[src/rtl/viterbi_channel_inj.sv]
//------------------------------------------------------------------------------
// viterbi_channel_inj
//
// Purpose:
//   Channel error injector placed between a rate-1/2 convolutional encoder
//   and a Viterbi decoder. It passes code symbols through with one cycle of
//   latency. It can flip exactly one bit of a symbol, either periodically or
//   pseudo-randomly under a 16-bit LFSR. Two injections are always separated
//   by at least MIN_GAP clean valid symbols.
//
// Parameters:
//   MIN_GAP  minimum clean valid symbols between injections (2..255)
//   SEED     nonzero LFSR load value at reset
//   CNT_W    width of error_counter
//
// Ports:
//   clk            in   single rising-edge clock
//   rst            in   synchronous active-high reset
//   sym_i[1:0]     in   encoder symbol, bit1 = G0 output, bit0 = G1 output
//   sym_valid_i    in   sym_i is valid this cycle
//   err_en         in   error injection enable
//   mode[1:0]      in   00 pass, 01 periodic, 10 random, 11 pass
//   sym_o[1:0]     out  channel symbol (registered, possibly corrupted)
//   sym_valid_o    out  sym_o is valid
//   err_inj        out  sym_o carries an injected error
//   error_counter  out  saturating count of injected bit errors
//------------------------------------------------------------------------------
module viterbi_channel_inj #(
    parameter int          MIN_GAP = 16,
    parameter logic [15:0] SEED    = 16'hACE1,
    parameter int          CNT_W   = 16
) (
    input  logic             clk,
    input  logic             rst,
    input  logic [1:0]       sym_i,
    input  logic             sym_valid_i,
    input  logic             err_en,
    input  logic [1:0]       mode,
    output logic [1:0]       sym_o,
    output logic             sym_valid_o,
    output logic             err_inj,
    output logic [CNT_W-1:0] error_counter
);

    typedef enum logic [1:0] {
        PASS     = 2'd0,
        COOLDOWN = 2'd1,
        ARMED    = 2'd2
    } state_t;

    localparam logic [7:0] GAP_MAX = 8'(MIN_GAP);

    state_t           r_state;
    logic [15:0]      r_lfsr;
    logic [7:0]       r_gap;
    logic             r_toggle;
    logic [1:0]       r_sym;
    logic             r_valid;
    logic             r_inj;
    logic [CNT_W-1:0] r_cnt;

    logic             w_injEn;
    logic             w_periodic;
    logic [7:0]       w_gapInc;
    logic             w_trigger;
    logic             w_inject;
    logic             w_bitSel;
    logic [1:0]       w_flipMask;
    logic             w_lfsrFb;

    // Injection is only possible in periodic or random mode with err_en set.
    // The trigger condition is read from the mode of the current symbol.
    // So a mode change acts on the very next valid symbol.
    always_comb begin
        w_injEn    = err_en && ((mode == 2'b01) || (mode == 2'b10));
        w_periodic = (mode == 2'b01);
        w_gapInc   = (r_gap == GAP_MAX) ? r_gap : (r_gap + 8'd1);
        w_trigger  = w_periodic || (r_lfsr[3:0] == 4'b0000);
        w_inject   = sym_valid_i && w_injEn && (r_state == ARMED) && w_trigger;
        w_bitSel   = w_periodic ? r_toggle : r_lfsr[4];
        w_flipMask = w_bitSel ? 2'b10 : 2'b01;
        // Taps 16,14,13,11 of a right-shifting Fibonacci register.
        w_lfsrFb   = r_lfsr[0] ^ r_lfsr[2] ^ r_lfsr[3] ^ r_lfsr[5];
    end

    // The output stage, the LFSR, the gap counter, the toggle, the error
    // counter and the FSM all sit in one block. Everything except the
    // output stage advances only on valid symbols. ARMED always implies that
    // the gap counter sits at MIN_GAP. Transitions into ARMED look at the
    // post-increment gap value. Because of this, a stream that saturated the
    // gap while in PASS arms at once rather than stalling in COOLDOWN.
    always_ff @(posedge clk) begin
        if (rst) begin
            r_sym    <= 2'b00;
            r_valid  <= 1'b0;
            r_inj    <= 1'b0;
            r_cnt    <= '0;
            r_lfsr   <= SEED;
            r_gap    <= 8'd0;
            r_toggle <= 1'b0;
            r_state  <= w_injEn ? COOLDOWN : PASS;
        end else begin
            r_sym   <= w_inject ? (sym_i ^ w_flipMask) : sym_i;
            r_valid <= sym_valid_i;
            r_inj   <= w_inject;
            if (sym_valid_i) begin
                r_lfsr <= {w_lfsrFb, r_lfsr[15:1]};
                r_gap  <= w_inject ? 8'd0 : w_gapInc;
                if (w_inject) begin
                    r_toggle <= ~r_toggle;
                    if (r_cnt != {CNT_W{1'b1}}) begin
                        r_cnt <= r_cnt + 1'b1;
                    end
                end
                if (!w_injEn) begin
                    r_state <= PASS;
                end else begin
                    case (r_state)
                        PASS:     r_state <= (w_gapInc == GAP_MAX) ? ARMED : COOLDOWN;
                        COOLDOWN: r_state <= (w_gapInc == GAP_MAX) ? ARMED : COOLDOWN;
                        ARMED:    r_state <= w_inject ? COOLDOWN : ARMED;
                        default:  r_state <= COOLDOWN;
                    endcase
                end
            end
        end
    end

    assign sym_o         = r_sym;
    assign sym_valid_o   = r_valid;
    assign err_inj       = r_inj;
    assign error_counter = r_cnt;

endmodule

[config.mk]
export PLATFORM = sky130hd
export DESIGN_NAME = viterbi_channel_inj
export DESIGN_NICKNAME = d
export VERILOG_FILES = /design/src/rtl/viterbi_channel_inj.sv
export SDC_FILE = /design/constraint.sdc
export NUM_CORES = 1
export LEC_CHECK = 0
export ABC_CLOCK_PERIOD_IN_PS = 2400
export CAP_MARGIN = 30
export CORE_ASPECT_RATIO = 1.1
export CORE_MARGIN = 4
export CORE_UTILIZATION = 55
export DETAILED_ROUTE_END_ITERATION = 6
export PLACE_DENSITY = 0.81
export SLEW_MARGIN = 10
export SYNTH_ARGS = -nofsm -noshare
export SYNTH_HDL_FRONTEND = slang
export SYNTH_SLANG_ARGS = --single-unit
export TNS_END_PERCENT = 30
[constraint.sdc]
create_clock -name clk -period 2.4 [get_ports clk]
set_input_delay 0.48 -clock clk [delete_from_list [all_inputs] [get_ports clk]]
set_output_delay 0.48 -clock clk [all_outputs]
set_load 0.01 [all_outputs]
# --- Word level (Yosys, flattened, before mapping) ---
# Index checks and enable logic that the tools add are counted.
word_totals:
  output_inout_bits: 20
  ram_bits: 0
  latch_bits: 0
  word_cells: 46
  reg_bits: 47
  inputBits: 8
  memories: 0
  romBits: 0
op_classes:
  n_bitwise: 5
  n_reduce_logical: 12
  n_addsub: 2
  n_div: 0
  mul: 0
  n_mux: 12
  shifts: 0
  magnitude_cmp: 0
  eq_ne: 7
ops:
  columns: ["op", "count"]
  rows:
  - ["adder 16 x 1 -> 16 bit (second input constant)", 1]
  - ["equality test 8 x 5 -> 1 bit (second input constant)", 2]
  - ["two-way mux 8 bit", 2]
  - ["inequality test 16 bit (second input constant)", 1]
  - ["two-way mux 2 bit", 7]
  - ["adder 8 x 1 -> 8 bit (second input constant)", 1]
  - ["equality test 2 x 1 -> 1 bit (second input constant)", 2]
  - ["equality test 2 bit (second input constant)", 2]
  - ["logical AND 1 bit", 4]
  - ["zero test 4 bit", 1]
  - ["case mux 2 bit (2 select lines)", 1]
  - ["AND reduction 3 bit", 1]
  - ["bitwise XOR 1 bit", 3]
  - ["zero test 2 bit", 1]
  - ["logical OR 1 bit", 2]
  - ["two-way mux 1 bit", 2]
  - ["AND reduction 2 bit", 1]
  - ["nonzero test 2 bit", 1]
  - ["OR reduction 2 bit", 1]
  - ["bitwise XOR 2 bit", 1]
  - ["NOT 1 bit", 1]

# --- Longest topological paths before layout ---
logic_depth:
  ltp_word: 11
  mapped_depth: 8
  mapped_depth_nobuf: 7

# --- Worst setup path after synthesis ---
# Ideal clock, no wire load.
synth_path:
  path_kind: "input -> register"
  from: "input mode[1]"
  to: "register r_cnt[15], in the netlist error_counter[15]"
  slack_ns: 0.380
  setup_time_ns: 0.123
  t_arrival_ns: 1.897
  required_time_ns: 2.277
  n_path_buf: 1
  path_stages: 8
  cell_sequence: "inv_1 -> ha_1 -> and4bb_2 -> o211ai_1 -> buf_4 -> nor2_2 -> nand3_1 -> mux2_1"
synth_between:
  elab_chain_len: 7
  word_cells_on_any_way: 9
  classes_between: "eq/ne (2); reduce/logical (7)"
synth_lines:
  columns: ["element", "line_no", "rtl"]
  rows:
  - ["start, declared", "38", "input logic [1:0] mode,"]
  - ["equality test 2 x 1 -> 1 bit or equality test 2 bit (tied branches)", "75, 76", null]
  - ["logical OR 1 bit", "75", "w_injEn = err_en && ((mode == 2'b01) || (mode == 2'b10));"]
  - ["logical AND 1 bit", "75", null]
  - ["logical AND 1 bit (2 in a row)", "79", "w_inject = sym_valid_i && w_injEn && (r_state == ARMED) && w_trigger;"]
  - ["logical AND 1 bit (*)", "79", null]
  - ["AND reduction 3 bit (no line) (*)", null, null]
  - ["end signal, assigned", "112", "r_cnt <= r_cnt + 1'b1;"]
  - ["end, declared", "60", "logic [CNT_W-1:0] r_cnt;"]
# Every way passes the cells marked *; elsewhere a longest branch is shown, timed or not.
# A chain may end at the register's enable or synchronous reset.

# --- Final worst setup path ---
# Same ends and word-level chain as after synthesis.

==> impl_metrics.yaml <==
yosys:
  synth_cell_type_count: 50
  synth.top_cell.area_share: 0.388
  synthArstFlopShare: 0
  ys.flop_type: "dfxtp_1"
  synth_top_cell_by_area: "dfxtp_1"
  synth_area_leaders: "dfxtp_1 39%, xnor2_1 7.5%, nor2_1 5.3%, mux2i_1 4.3%, nor4_2 3.8%"
  synth_cells: 246
  yosysMostFrequentCell: "dfxtp_1"
  ys.warnings.count: 0
  synth_commonest_cells: "45 x dfxtp_1, 33 x nor2_1, 20 x xnor2_1, 14 x nand3_1"
  ys_seq_area_frac: 0.414
  avgSynthCellArea_um2: 9.45
  synth.ff_latch_count: 47
  syn-num-nets: 258
  synth-edff-count: 2
  synthesis.area_um2: 2320
critical_path:
  path_depth: 9
  cp-end-kind: "flop"
  path_class: "primary input to flop"
  crit_family: "buffers and inverters"
  max_stage_delay_ns: 0.45
  r2r_cells: 6
  crit_end: "error_counter[15]"
  required_ns: 2.59
  worstSetupStartpoint: "mode[1]"
  crit_chain: "clkdlybuf4s50_1 -> inv_1 -> ha_1 -> and4bb_2 -> o211ai_1 -> buf_12 -> nor2_2 -> nand3_1 -> mux2_1"
  cp-start-kind: "primary input"
  rr_startpoint: "r_gap[1]"
  r2r_setup_slack_ns: 0.51
  cp_max_fo: 15
  r2r_end: "r_state[0]"
  cp.arrival_ns: 2.46
  critPathBufInv: 3
  cp_slowest_cell: "clkdlybuf4s50_1"
power:
  powerDensity_nw_per_um2: 587
  leakagePower_nw: 1.03
  ir_worst_vdd_mv: 0.485
  power_mw: 1.65
cts:
  cts.sinks: 47
  ctsLongestPathBuffers: 2
  root_buffer: "clkbuf_8"
  path_clk_slew_ns: 0.09
  post_cts_buffers: 0
  cts_made_buffers: 5
  cts_hold_buf: 0
  cts_tree: "built"
  clkLatencyLatePin_ns: 0.30
  cts_htree_levels: 2
  cts_resized: 0
detailed_routing:
  drtAntennaViolNets: 0
  routedWlPerCell_um: 13.7
  drtIter0Drc: 121
  dr.max_layer_used: "met4"
  vias: 1825
  detail_route.wirelength_um: 4510
  wl_met3_um: 167
  viasPerCell: 5.53
  first_pass_iters: 4
  drc: 0
  m1WireLength_um: 1970
  wl_met2_um: 2300
global_routing:
  grt_pass1_vias: 1737
  grtUsageTotal: 0.179
  grt_start_max_net_pins: 33
  grt_pass1_wl_um: 7860
  grt-ovfl-total: 0
  grt_antenna_before_repair: 0
finish:
  diodes: 0
  nets: 289
  area_delta_synth_final_pct: 20.9
  drive_gt1_frac: 0.140
  final.fill_count: 322
die:
  floorplan.initialDensity: 0.577
  core_area_um2: 4020
  dieHeight_um: 76.2
  dieArea_um2: 5330
  placementRows: 24
  ioPinCount: 28
  die_w_um: 70.0
timing:
  fin_crit_sh: 0.943
  rsz0062_at_grt: "false"
  hold_violations: 0
  drv_slew: 0
  fin_worst_skew_ns: 0.00590
  post-route-min-period_ns: 2.26
  setup_violations: 0
  fin_ws_ns: 0.137
  max_freq_mhz: 442
  slew-limit-headroom: 0.691
  worst_slew_pin_slew_ns: 0.460
placed_design:
  gp_congestion: 0.869
  place_hpwl_um: 3290
  io_buffers: 27
  pre_cts_slack_ns: -0.192
worst_hold_path:
  hold_class: "flop to flop"
status:
  outcome: "complete, no violations"
job:
  drv_cap: 0
==> through the flow <==
step	utilization	area (µm²)	TNS, ns	hold WS [ns]	cells
floorplan	-	2320	0	0.431	246
global placement	0.669	2690	-1.36	0.447	322
detailed placement	0.669	2690	-2.59	0.460	322
CTS	0.698	2810	0	0.473	330
global route	0.698	2810	0	0.499	330
finish	0.698	2810	0	0.470	330
==> final cells by class <==
class | instances | area, µm² | area share
repair buffers | 37 | 370 | 0.132
multi-input cells | 181 | 1280 | 0.455
clock buffers | 5 | 68.8 | 0.0245
inverters | 5 | 18.8 | 0.00668
well taps | 52 | 65.1 | 0.0232
clock inverters | 3 | 47.5 | 0.0169
flip-flops and latches | 47 | 961 | 0.342
==> layout by cell type (no fill, tap or decap), types with 3 or more instances in the layout <==
| cell type | n |
|---|---|
| dfxtp_1 | 45 |
| nor2_1 | 33 |
| clkdlybuf4s50_1 | 27 |
| xnor2_1 | 20 |
| nand3_1 | 14 |
| mux2i_1 | 10 |
| nor2b_1 | 10 |
| nand2_1 | 8 |
| buf_4 | 8 |
| o21ai_0 | 7 |
| nand4_1 | 7 |
| a211o_1 | 7 |
| nor4_2 | 7 |
| inv_1 | 5 |
| nor3_1 | 5 |
| clkbuf_8 | 5 |
| a21o_1 | 4 |
| a21oi_1 | 4 |
| nor3_2 | 4 |
| ha_1 | 4 |
| nand2b_1 | 3 |
==> cell families after synthesis <==
kind of cell,share of synthesized area
simple gates,0.300
flops,0.414
compound gates,0.0975
xor+xnor,0.0829
buf+inv,0.0366
mux,0.0479
fa+ha+maj,0.0215
==> state kept, by name, summed over array words and instances, names as in the netlist <==
name           count
r_toggle           1
r_gap              8
error_counter     16
sym_o              2
r_lfsr            16
err_inj            1
r_state            2
sym_valid_o        1
==> worst register-to-register path: stages, from the launching register on <==
cell     delay, ns
dfxtp_1       0.41
ha_1          0.21
nand3_1       0.25
xor2_1        0.22
nor4_1        0.21
nand4_1       0.17
nor3b_1       0.18
==> report_power, final <==
group	switching, mW	total [mW]	internal, mW
clock	0.276	0.592	0.316
combinational	0.103	0.203	0.100
sequential	0.0295	0.854	0.824
total	0.409	1.65	1.24
==> routing by layer <==
| metal | GRT usage | up-vias |
|---|---|---|
| met4 | 0.0575 | 0 |
| met2 | 0.320 | 31 |
| met1 | 0.209 | 853 |
| met3 | 0.0422 | 5 |
| met5 | 0 | - |
| li1 | - | 936 |
==> how the worst min path moves through the flow <==
stage | cells after the start | to | from | slack (ns)
6_report | 1 | r_lfsr[5] | r_lfsr[6] | 0.47
5_1_grt | 1 | r_lfsr[5] | r_lfsr[6] | 0.50
4_1_cts | 1 | r_lfsr[5] | r_lfsr[6] | 0.47
3_5_place_dp | 1 | r_lfsr[5] | r_lfsr[6] | 0.46
3_3_place_gp | 1 | r_lfsr[5] | r_lfsr[6] | 0.45
2_1_floorplan | 1 | r_lfsr[10] | r_lfsr[11] | 0.43
(Power assumes the default switching activity.)
